**config.mk**
```make
export PLATFORM = sky130hd
export DESIGN_NAME = a5_keystream_sequencer_flat
export DESIGN_NICKNAME = d
export VERILOG_FILES = /design/src/rtl/a5_keystream_sequencer_if.sv /design/src/rtl/a5_keystream_sequencer.sv /design/src/flat_wrapper.sv
export SDC_FILE = /design/constraint.sdc
export NUM_CORES = 1
export LEC_CHECK = 0
export CAP_MARGIN = 5
export CELL_PAD_IN_SITES_DETAIL_PLACEMENT = 0
export CELL_PAD_IN_SITES_GLOBAL_PLACEMENT = 1
export CORE_ASPECT_RATIO = 1.25
export CORE_MARGIN = 8
export CORE_UTILIZATION = 38
export DETAILED_ROUTE_END_ITERATION = 8
export PLACE_DENSITY_LB_ADDON = 0.25
export SYNTH_ARGS = -nofsm -noshare
export SYNTH_HDL_FRONTEND = slang
export SYNTH_SLANG_ARGS = --single-unit
```
**constraint.sdc**
```tcl
create_clock -name clk -period 12.2 [get_ports clk]
set_input_delay 1.83 -clock clk [delete_from_list [all_inputs] [get_ports clk]]
set_output_delay 1.83 -clock clk [all_outputs]
set_load 0.005 [all_outputs]
```
**src/rtl/a5_keystream_sequencer_if.sv**
```systemverilog
// Keystream word stream (valid/ready) between the A5/1 sequencer and its consumer.
// Optional macro A5_SEQ_DUAL_BURST_EN adds out_dir (0 = downlink, 1 = uplink).
interface a5_keystream_sequencer_if #(
  parameter int WORD_W = 8
);
  logic [WORD_W-1:0] out_data;
  logic [3:0]        out_nbits;
  logic              out_last;
  logic              out_valid;
  logic              out_ready;
`ifdef A5_SEQ_DUAL_BURST_EN
  logic              out_dir;
`endif

  modport master (
    output out_data, out_nbits, out_last, out_valid,
`ifdef A5_SEQ_DUAL_BURST_EN
    output out_dir,
`endif
    input  out_ready
  );

  modport slave (
    input  out_data, out_nbits, out_last, out_valid,
`ifdef A5_SEQ_DUAL_BURST_EN
    input  out_dir,
`endif
    output out_ready
  );
endinterface

```
**src/rtl/a5_keystream_sequencer.sv**
```systemverilog
// A5/1 keystream sequencer: load, inject key/frame, mix, then pack keystream bits into words.
// Optional macro A5_SEQ_DUAL_BURST_EN splits the keystream into two bursts tagged by out_dir.
module a5_keystream_sequencer #(
  parameter int INJECT_CYCLES  = 86,
  parameter int MIX_CYCLES     = 101,
  parameter int KEYSTREAM_BITS = 228,
  parameter int WORD_W         = 8
) (
  input  logic        clk,
  input  logic        reset,
  input  logic        start,
  input  logic        abort,
  input  logic [63:0] key,
  input  logic [21:0] frame,
  output logic        busy,
  output logic        done,
  output logic        gen_load,
  output logic        gen_clk_en,
  output logic [63:0] gen_key,
  output logic [21:0] gen_frame,
  input  logic        gen_d,
  a5_keystream_sequencer_if.master out_if
);

  localparam int PHASE_MAX = (INJECT_CYCLES > MIX_CYCLES) ? INJECT_CYCLES : MIX_CYCLES;
  localparam int PHASE_W   = $clog2(PHASE_MAX);
  localparam int CNT_W     = $clog2(KEYSTREAM_BITS + 1);
  localparam int IDX_W     = $clog2(WORD_W);
`ifdef A5_SEQ_DUAL_BURST_EN
  localparam int BURST_BITS = KEYSTREAM_BITS / 2;
`endif

  typedef enum logic [2:0] {
    S_IDLE, S_LOAD, S_INJECT, S_MIX, S_RUN, S_DONE
  } state_t;

  state_t              r_state;
  state_t              w_next_state;
  logic [PHASE_W-1:0]  r_phase;
  logic [63:0]         r_key;
  logic [21:0]         r_frame;
  logic [WORD_W-1:0]   r_collect;
  logic [IDX_W-1:0]    r_bit_idx;
  logic [CNT_W-1:0]    r_bit_cnt;
  logic [WORD_W-1:0]   r_out_data;
  logic [3:0]          r_out_nbits;
  logic                r_out_last;
  logic                r_out_valid;

  logic w_start_ok;
  logic w_abort;
  logic w_capture;
  logic w_burst_end;
  logic w_word_end;
  logic w_handshake;
  logic w_final;

  assign w_start_ok  = (r_state == S_IDLE) && start && !abort;
  assign w_abort     = abort && (r_state != S_IDLE);
  // The generator only steps while no word is waiting, so a stalled consumer loses no bits.
  assign w_capture   = (r_state == S_RUN) && !r_out_valid &&
                       (r_bit_cnt < CNT_W'(KEYSTREAM_BITS));
`ifdef A5_SEQ_DUAL_BURST_EN
  assign w_burst_end = (r_bit_cnt == CNT_W'(BURST_BITS - 1)) ||
                       (r_bit_cnt == CNT_W'(KEYSTREAM_BITS - 1));
`else
  assign w_burst_end = (r_bit_cnt == CNT_W'(KEYSTREAM_BITS - 1));
`endif
  assign w_word_end  = w_capture && ((r_bit_idx == IDX_W'(WORD_W - 1)) || w_burst_end);
  assign w_handshake = r_out_valid && out_if.out_ready;
  assign w_final     = w_handshake && r_out_last && (r_bit_cnt == CNT_W'(KEYSTREAM_BITS));

  // NOTE: sequential state uses non-blocking assignments so every register samples pre-edge values.
  always_ff @(posedge clk or posedge reset) begin
    if (reset) r_state <= S_IDLE;
    else       r_state <= w_next_state;
  end

  // NOTE: combinational blocks assign a default first so no path can infer a latch.
  always_comb begin
    w_next_state = r_state;
    if (w_abort) begin
      w_next_state = S_IDLE;
    end else begin
      case (r_state)
        S_IDLE:   if (w_start_ok) w_next_state = S_LOAD;
        S_LOAD:   w_next_state = S_INJECT;
        S_INJECT: if (r_phase == PHASE_W'(INJECT_CYCLES - 1)) w_next_state = S_MIX;
        S_MIX:    if (r_phase == PHASE_W'(MIX_CYCLES - 1)) w_next_state = S_RUN;
        S_RUN:    if (w_final) w_next_state = S_DONE;
        S_DONE:   w_next_state = S_IDLE;
        default:  w_next_state = S_IDLE;
      endcase
    end
  end

  always_comb begin
    busy       = 1'b0;
    done       = 1'b0;
    gen_load   = 1'b0;
    gen_clk_en = 1'b0;
    case (r_state)
      S_LOAD:   begin busy = 1'b1; gen_load = 1'b1; end
      S_INJECT: begin busy = 1'b1; gen_clk_en = 1'b1; end
      S_MIX:    begin busy = 1'b1; gen_clk_en = 1'b1; end
      S_RUN:    begin busy = 1'b1; gen_clk_en = w_capture; end
      S_DONE:   done = 1'b1;
      default:  ;
    endcase
  end

  // Phase counter restarts on every state change and paces INJECT and MIX.
  always_ff @(posedge clk or posedge reset) begin
    if (reset)                         r_phase <= '0;
    else if (r_state != w_next_state)  r_phase <= '0;
    else if (r_state == S_INJECT || r_state == S_MIX)
                                       r_phase <= r_phase + 1'b1;
  end

  // NOTE: every register here is plain flop state with a defined reset value; there is no memory array.
  always_ff @(posedge clk or posedge reset) begin
    if (reset) begin
      r_key   <= '0;
      r_frame <= '0;
    end else if (w_start_ok) begin
      r_key   <= key;
      r_frame <= frame;
    end
  end

`ifdef A5_SEQ_DUAL_BURST_EN
  logic r_out_dir;
`endif

  always_ff @(posedge clk or posedge reset) begin
    if (reset) begin
      r_collect   <= '0;
      r_bit_idx   <= '0;
      r_bit_cnt   <= '0;
      r_out_data  <= '0;
      r_out_nbits <= '0;
      r_out_last  <= 1'b0;
      r_out_valid <= 1'b0;
`ifdef A5_SEQ_DUAL_BURST_EN
      r_out_dir   <= 1'b0;
`endif
    end else if (w_abort || r_state != S_RUN) begin
      r_collect   <= '0;
      r_bit_idx   <= '0;
      r_bit_cnt   <= '0;
      r_out_last  <= 1'b0;
      r_out_valid <= 1'b0;
    end else begin
      if (w_handshake) begin
        r_out_valid <= 1'b0;
        r_out_last  <= 1'b0;
      end
      if (w_capture) begin
        r_bit_cnt <= r_bit_cnt + 1'b1;
        if (w_word_end) begin
          r_out_data  <= r_collect | (WORD_W'(gen_d) << r_bit_idx);
          r_out_nbits <= 4'(r_bit_idx) + 4'd1;
          r_out_last  <= w_burst_end;
          r_out_valid <= 1'b1;
`ifdef A5_SEQ_DUAL_BURST_EN
          r_out_dir   <= (r_bit_cnt >= CNT_W'(BURST_BITS));
`endif
          r_collect   <= '0;
          r_bit_idx   <= '0;
        end else begin
          r_collect[r_bit_idx] <= gen_d;
          r_bit_idx            <= r_bit_idx + 1'b1;
        end
      end
    end
  end

  assign gen_key          = r_key;
  assign gen_frame        = r_frame;
  assign out_if.out_data  = r_out_data;
  assign out_if.out_nbits = r_out_nbits;
  assign out_if.out_last  = r_out_last;
  assign out_if.out_valid = r_out_valid;
`ifdef A5_SEQ_DUAL_BURST_EN
  assign out_if.out_dir   = r_out_dir;
`endif

endmodule

```
**src/flat_wrapper.sv**
```systemverilog
// flat-port wrapper written by rule: the top's interface ports become plain ports
module a5_keystream_sequencer_flat 
#(
  parameter int INJECT_CYCLES  = 86,
  parameter int MIX_CYCLES     = 101,
  parameter int KEYSTREAM_BITS = 228,
  parameter int WORD_W         = 8
)
  (clk, reset, start, abort, key, frame, busy, done, gen_load, gen_clk_en, gen_key, gen_frame, gen_d, out_if_out_data, out_if_out_nbits, out_if_out_last, out_if_out_valid, out_if_out_ready);
  a5_keystream_sequencer_if #(.WORD_W(WORD_W)) out_if_i ();
  input  logic clk;
  input  logic reset;
  input  logic start;
  input  logic abort;
  input  logic [63:0] key;
  input  logic [21:0] frame;
  output logic busy;
  output logic done;
  output logic gen_load;
  output logic gen_clk_en;
  output logic [63:0] gen_key;
  output logic [21:0] gen_frame;
  input  logic gen_d;
  output wire logic [$bits(out_if_i.out_data)-1:0] out_if_out_data;
  output wire logic [$bits(out_if_i.out_nbits)-1:0] out_if_out_nbits;
  output wire logic [$bits(out_if_i.out_last)-1:0] out_if_out_last;
  output wire logic [$bits(out_if_i.out_valid)-1:0] out_if_out_valid;
  input wire logic [$bits(out_if_i.out_ready)-1:0] out_if_out_ready;
  assign out_if_out_data = out_if_i.out_data;
  assign out_if_out_nbits = out_if_i.out_nbits;
  assign out_if_out_last = out_if_i.out_last;
  assign out_if_out_valid = out_if_i.out_valid;
  assign out_if_i.out_ready = out_if_out_ready;
  a5_keystream_sequencer #(.INJECT_CYCLES(INJECT_CYCLES), .MIX_CYCLES(MIX_CYCLES), .KEYSTREAM_BITS(KEYSTREAM_BITS), .WORD_W(WORD_W)) u_core (.clk(clk), .reset(reset), .start(start), .abort(abort), .key(key), .frame(frame), .busy(busy), .done(done), .gen_load(gen_load), .gen_clk_en(gen_clk_en), .gen_key(gen_key), .gen_frame(gen_frame), .gen_d(gen_d), .out_if(out_if_i));
endmodule
```
* Word-level counts from Yosys, hierarchy flattened *
Index checks and enable logic that the tools add are counted.

storage, ports and cells
  register bits = 129
  output and inout port bits = 104
  word-level logic and storage cells = 86
  input bits = 92

operators by class
  order comparisons = 3
  muxes and demuxes = 31
  reduce and logical (&&, ||, !) cells = 22
  shift operators = 1
  bitwise gates (word level) = 2
  eq/ne operators = 12
  add/subtract/negate cells = 4

operators with widths
  operator                                                                              number
  8-bit two-way mux                                                                     5
  3-bit two-way mux                                                                     8
  8-bit equality test (second input constant)                                           2
  3-bit case mux with 5 select lines                                                    1
  7-bit equality test (second input constant)                                           2
  7-bit two-way mux                                                                     2
  1-bit two-way mux                                                                     12
  1-bit logical AND                                                                     10
  3-bit equality test (second input constant)                                           3
  8-bit by 1-bit adder with 8-bit output (second input constant)                        1
  8-bit bitwise mux                                                                     1
  8-bit less-than comparator (second input constant)                                    1
  8-bit OR                                                                              1
  1-bit by 3-bit left shift with 8-bit output                                           1
  7-bit by 1-bit adder with 7-bit output (second input constant)                        1
  3-bit by 2-bit equality test with 1-bit output (second input constant)                2
  3-bit by 1-bit adder with 4-bit output (second input constant)                        1
  3-bit by 4-bit less-than comparator with 1-bit output (second input constant)         1
  2-bit nonzero test                                                                    2
  4-bit OR reduction                                                                    1
  3-bit by 1-bit adder with 3-bit output (second input constant)                        1
  1-bit demux with 3-bit select                                                         1
  3-bit by 1-bit equality test with 1-bit output (second input constant)                1
  3-bit by 1-bit greater-or-equal comparator with 1-bit output (second input constant)  1
  other kinds (10)                                                                      13

* Logic depth before layout (Yosys ltp) *
  word-level depth = 8
  mapped depth = 7
  mapped depth without buffers = 7

* Least setup slack after synthesis *
No wires, ideal clock.

  kind = input port to flip-flop
  from = input abort
  to = register u_core.r_frame[0], in the netlist u_core.gen_frame[0]
  path buffers = 3
  required time = 12.075 ns
  setup time = 0.125 ns
  path slack = 8.989 ns
  arrival = 3.086 ns
  cell stages on the path = 6
  path through = buf_2 -> nor2_1 -> nand3_2 -> buf_1 -> buf_2 -> mux2_2

between the ends
  cells in the longest elaborated chain, start to end = 2

ends and longest elaborated chain
  what                    RTL line                       source
  start: declaration      flat_wrapper.sv:14             input logic abort;
  1-bit zero test         a5_keystream_sequencer.sv:58   assign w_start_ok = (r_state == S_IDLE) && start && !abort;
  1-bit logical AND       a5_keystream_sequencer.sv:58
  end signal: assignment  a5_keystream_sequencer.sv:127  r_frame <= frame;
  end: declaration        a5_keystream_sequencer.sv:41   logic [21:0] r_frame;

Every way passes these cells.
A chain may end at the register's enable or synchronous reset.

* Worst setup path in the final report *
  from = register u_core.r_state[0]
  to = output gen_clk_en

between the ends
  cells in the longest elaborated chain, start to end = 4
  elaborated cells between the ends (all ways) = 7
  those cells by class = eq/ne (3); mux (1); reduce/logical (3)

ends and longest elaborated chain
  what                                  RTL line                                                     source
  start: declaration                    a5_keystream_sequencer.sv:37                                 state_t r_state;
  start signal: assignment              a5_keystream_sequencer.sv:76                                 else r_state <= w_next_state;
  3-bit equality test                   a5_keystream_sequencer.sv:61, a5_keystream_sequencer.sv:102
  1-bit logical AND (2 in series)       a5_keystream_sequencer.sv:61                                 assign w_capture = (r_state == S_RUN) && !r_out_valid &&
  1-bit case mux with 2 select lines *  a5_keystream_sequencer.sv:102                                case (r_state)
  end: declaration                      flat_wrapper.sv:20                                           output logic gen_clk_en;

Mark *: on every way between the ends. The rest lies on a longest branch, timed or not.

==> results.ini <==
[outcome]
status = finished clean

[detailed_routing]
drtPass1Iterations = 4
drc = 0
wl_per_cell_um = 18.4
ant_nets = 0
vias = 4028
initialDrtViolationCount = 226
drt_wl_total_mm = 15.0
vias_per_cell = 4.96

[floorplan]
die_area_um2 = 18900
dieHeight_um = 152
initial_utilization_pct = 38.9
num_rows = 49
core_area_um2 = 14400
die_w_um = 125
io-pin-count = 196

[synthesis]
postSynth.asyncResetShare_pct = 100
yosysUniqueCellTypes = 52
syn_inst = 422
yosysTopAreaCellShare_pct = 57.6
ys_ff_latch = 129
synth_area_um2 = 5600
ys_seq_area_share_pct = 57.6
synth_area_leaders = dfrtp_1 58%, mux2_2 18%, mux2i_1 2.1%, ha_1 1.6%, nand3b_1 1.5%
synth-main-ff-cell = dfrtp_1
yosysWarnings = 0
synth_nets = 521
yosysTopAreaCell = dfrtp_1
postSynthAreaPerCell_um2 = 13.3
synth_edf_count = 0

[placement]
place_inst = 779
port_buffers = 195
gp_congestion = 0.748
place_ws_ns = 7.85
dp_hpwl_mm = 11.3

[timing]
grt_setup_unrepaired = no
max_freq_ghz = 0.221
fin_ws_ns = 7.67
finClkSkew_ns = 0.00533
hold_violations = 0
post-route-min-period_ns = 4.53
setup_tns_ns = 0
report.final.slew_viol_count = 0
worst_slew_pin_slew_ns = 1.14
fin_crit_sh_pct = 37.1
max_slew_margin_pct = 24.2
finalSetupViolCount = 0

[critical_path]
start_kind = flop
rr_endpoint = u_core.out_if.out_nbits[2]$_DFFE_PP0P_
rr_worst_depth = 5
cp.required_ns = 10.37
path_max_fanout = 24
regToRegSetupSlack_ns = 9.35
cp-end-kind = primary output
cp.arrival_ns = 2.70
path_class = reg -> out
r2r_start = u_core.r_state[0]$_DFF_PP0_

[cts]
cts_tree = done
cts_max_path_buffers = 2
insertion_delay_ns = 0.40
cts-root-buf = clkbuf_16
clock_sinks = 129
path_clk_slew_ns = 0.06
post_cts_buffers = 0
cts_buffers = 17
post_cts_resized = 0
cts-htree-levels = 4
cts_hold_buf = 0

[cells_and_area]
post-route-util_pct = 57.8
fin_cells = 812
area_growth_pct = 48.6
nets = 719
fillerInstances = 1209
drive_gt1_share_pct = 20.9

[grt]
grt_util_all_layers_pct = 15.5
antenna_found_initial = 0
grt_max_degree = 88
overflow = 0
grt_pass1_wl_mm = 23.2
grt_pass1_vias = 4408

[min_path]
min_path_cells = 1
holdPathEnd = u_core.out_if.out_data[6]$_DFFE_PP0P_
min_from = u_core.out_if.out_data[6]$_DFFE_PP0P_
hp-class = reg -> reg

[power_and_ir_drop]
peakVddDrop_uv = 118
leakage_nw = 3.39
power_density_nw_per_um2 = 168
total_power_w = 0.00140

[job]
maxCapViolations = 0

## cells in the final DEF (no fill, tap or decap), types with 3 or more instances in the layout
master	count
o21ai_0	7
o21bai_1	6
nand3b_1	11
nand2b_1	5
or3_2	3
ha_1	7
mux2i_1	12
bufinv_16	4
nand3_1	8
xor2_1	5
clkbuf_1	4
a21oi_1	9
dfrtp_1	129
or3_1	5
a31oi_1	3
nor3_1	5
inv_1	11
o31ai_1	4
clkbuf_16	17
nor2_1	20
nand2_1	20
clkdlybuf4s50_1	195
o22ai_1	3
mux2_2	88
mux2_1	6
xnor2_1	7
o32ai_1	3
## worst max-delay path: stages, from the launching register on
cell and delay (ns):
dfrtp_1 0.61, nor2_1 0.52, o2111ai_2 0.47, nand2_1 0.18, clkdlybuf4s50_1 0.51
## power breakdown
part           internal [W]  switching, W  leakage (nW)  total [W]
Clock              0.000353      0.000174         0.301   0.000527
Sequential         0.000506     0.0000412          1.59   0.000547
Combinational      0.000222      0.000105          1.50   0.000326
## area by class of cell
type	count	area [µm²]	area share, %
clock inverter	9	155	1.86
timing repair buffer	197	1970	23.6
inverter	12	47.5	0.571
sequential	129	3230	38.8
clock buffer	23	468	5.62
multi-input combinational	263	2230	26.8
antenna	1	2.50	0.0301
tap	178	223	2.68
## metal layers
metal / part of all wire, % / routed length [µm] / vias up / global-route usage (%)
met5: 0 / 0 / - / 0
met4: 2.5 / 370 / 0 / 8.27
met3: 6.5 / 965 / 18 / 5.57
met2: 53 / 7970 / 126 / 27.7
met1: 38 / 5650 / 1982 / 15.8
li1: - / - / 1902 / -
## cells in the mapped netlist, drive strengths merged (2+ instances only)
library cell  number
xnor2              7
a31oi              4
nand2             20
or2                2
xor2               5
nor3               6
dfrtp            129
mux2i             12
o22ai              3
o21ai              9
ha                 7
clkbuf             4
nor2              21
a22o               2
or3                8
buf               14
nand3b            11
a21oi              9
mux2              94
inv               12
nand3              9
o31ai              4
nor4               3
nand2b             5
a211oi             2
o21bai             6
o32ai              3
## state kept, by name (all words and copies together), names as in the netlist, 4 cells and up
signal                   cells
u_core.r_bit_cnt             8
u_core.gen_key              64
u_core.r_collect             8
u_core.out_if.out_nbits      4
u_core.r_phase               7
u_core.gen_frame            22
u_core.out_if.out_data       8
## cell families (layout without fill, tap and decap cells)
| group | Yosys count | count (layout) | share of synthesized area [%] |
|---|---|---|---|
| flip-flops | 129 | 129 | 57.6 |
| other | 0 | 1 | 0 |
| AO/OA/AOI/OAI | 47 | 47 | 6.05 |
| adder cells (fa/ha/maj) | 7 | 7 | 1.56 |
| XOR/XNOR | 12 | 12 | 1.88 |
| AND/OR/NAND/NOR | 91 | 91 | 9.21 |
| multiplexers | 106 | 106 | 21.0 |
| buffers and inverters | 30 | 241 | 2.61 |
## how the worst max path moves through the flow
stage | start | endpoint | slack (ns) | cells after the start
floorplan | reset | u_core.gen_frame[0]$_DFFE_PP0P_ | 6.93 | 1
global placement | abort | u_core.r_phase[2]$_DFFE_PP0P_ | 7.93 | 6
detailed placement | abort | u_core.r_phase[3]$_DFFE_PP0P_ | 7.85 | 6
CTS | u_core.r_state[0]$_DFF_PP0_ | gen_clk_en | 7.61 | 4
global route | u_core.r_state[0]$_DFF_PP0_ | gen_clk_en | 7.41 | 4
finish | u_core.r_state[0]$_DFF_PP0_ | gen_clk_en | 7.67 | 4
## per-stage QoR
step	hold slack, ns	instance area, µm²
floorplan	0.462	5600
global route	0.508	8320
finish	0.484	8320
global placement	0.467	7700
CTS	0.487	8320
detailed placement	0.479	7700
Note: power is estimated with default switching activity, not from simulation.
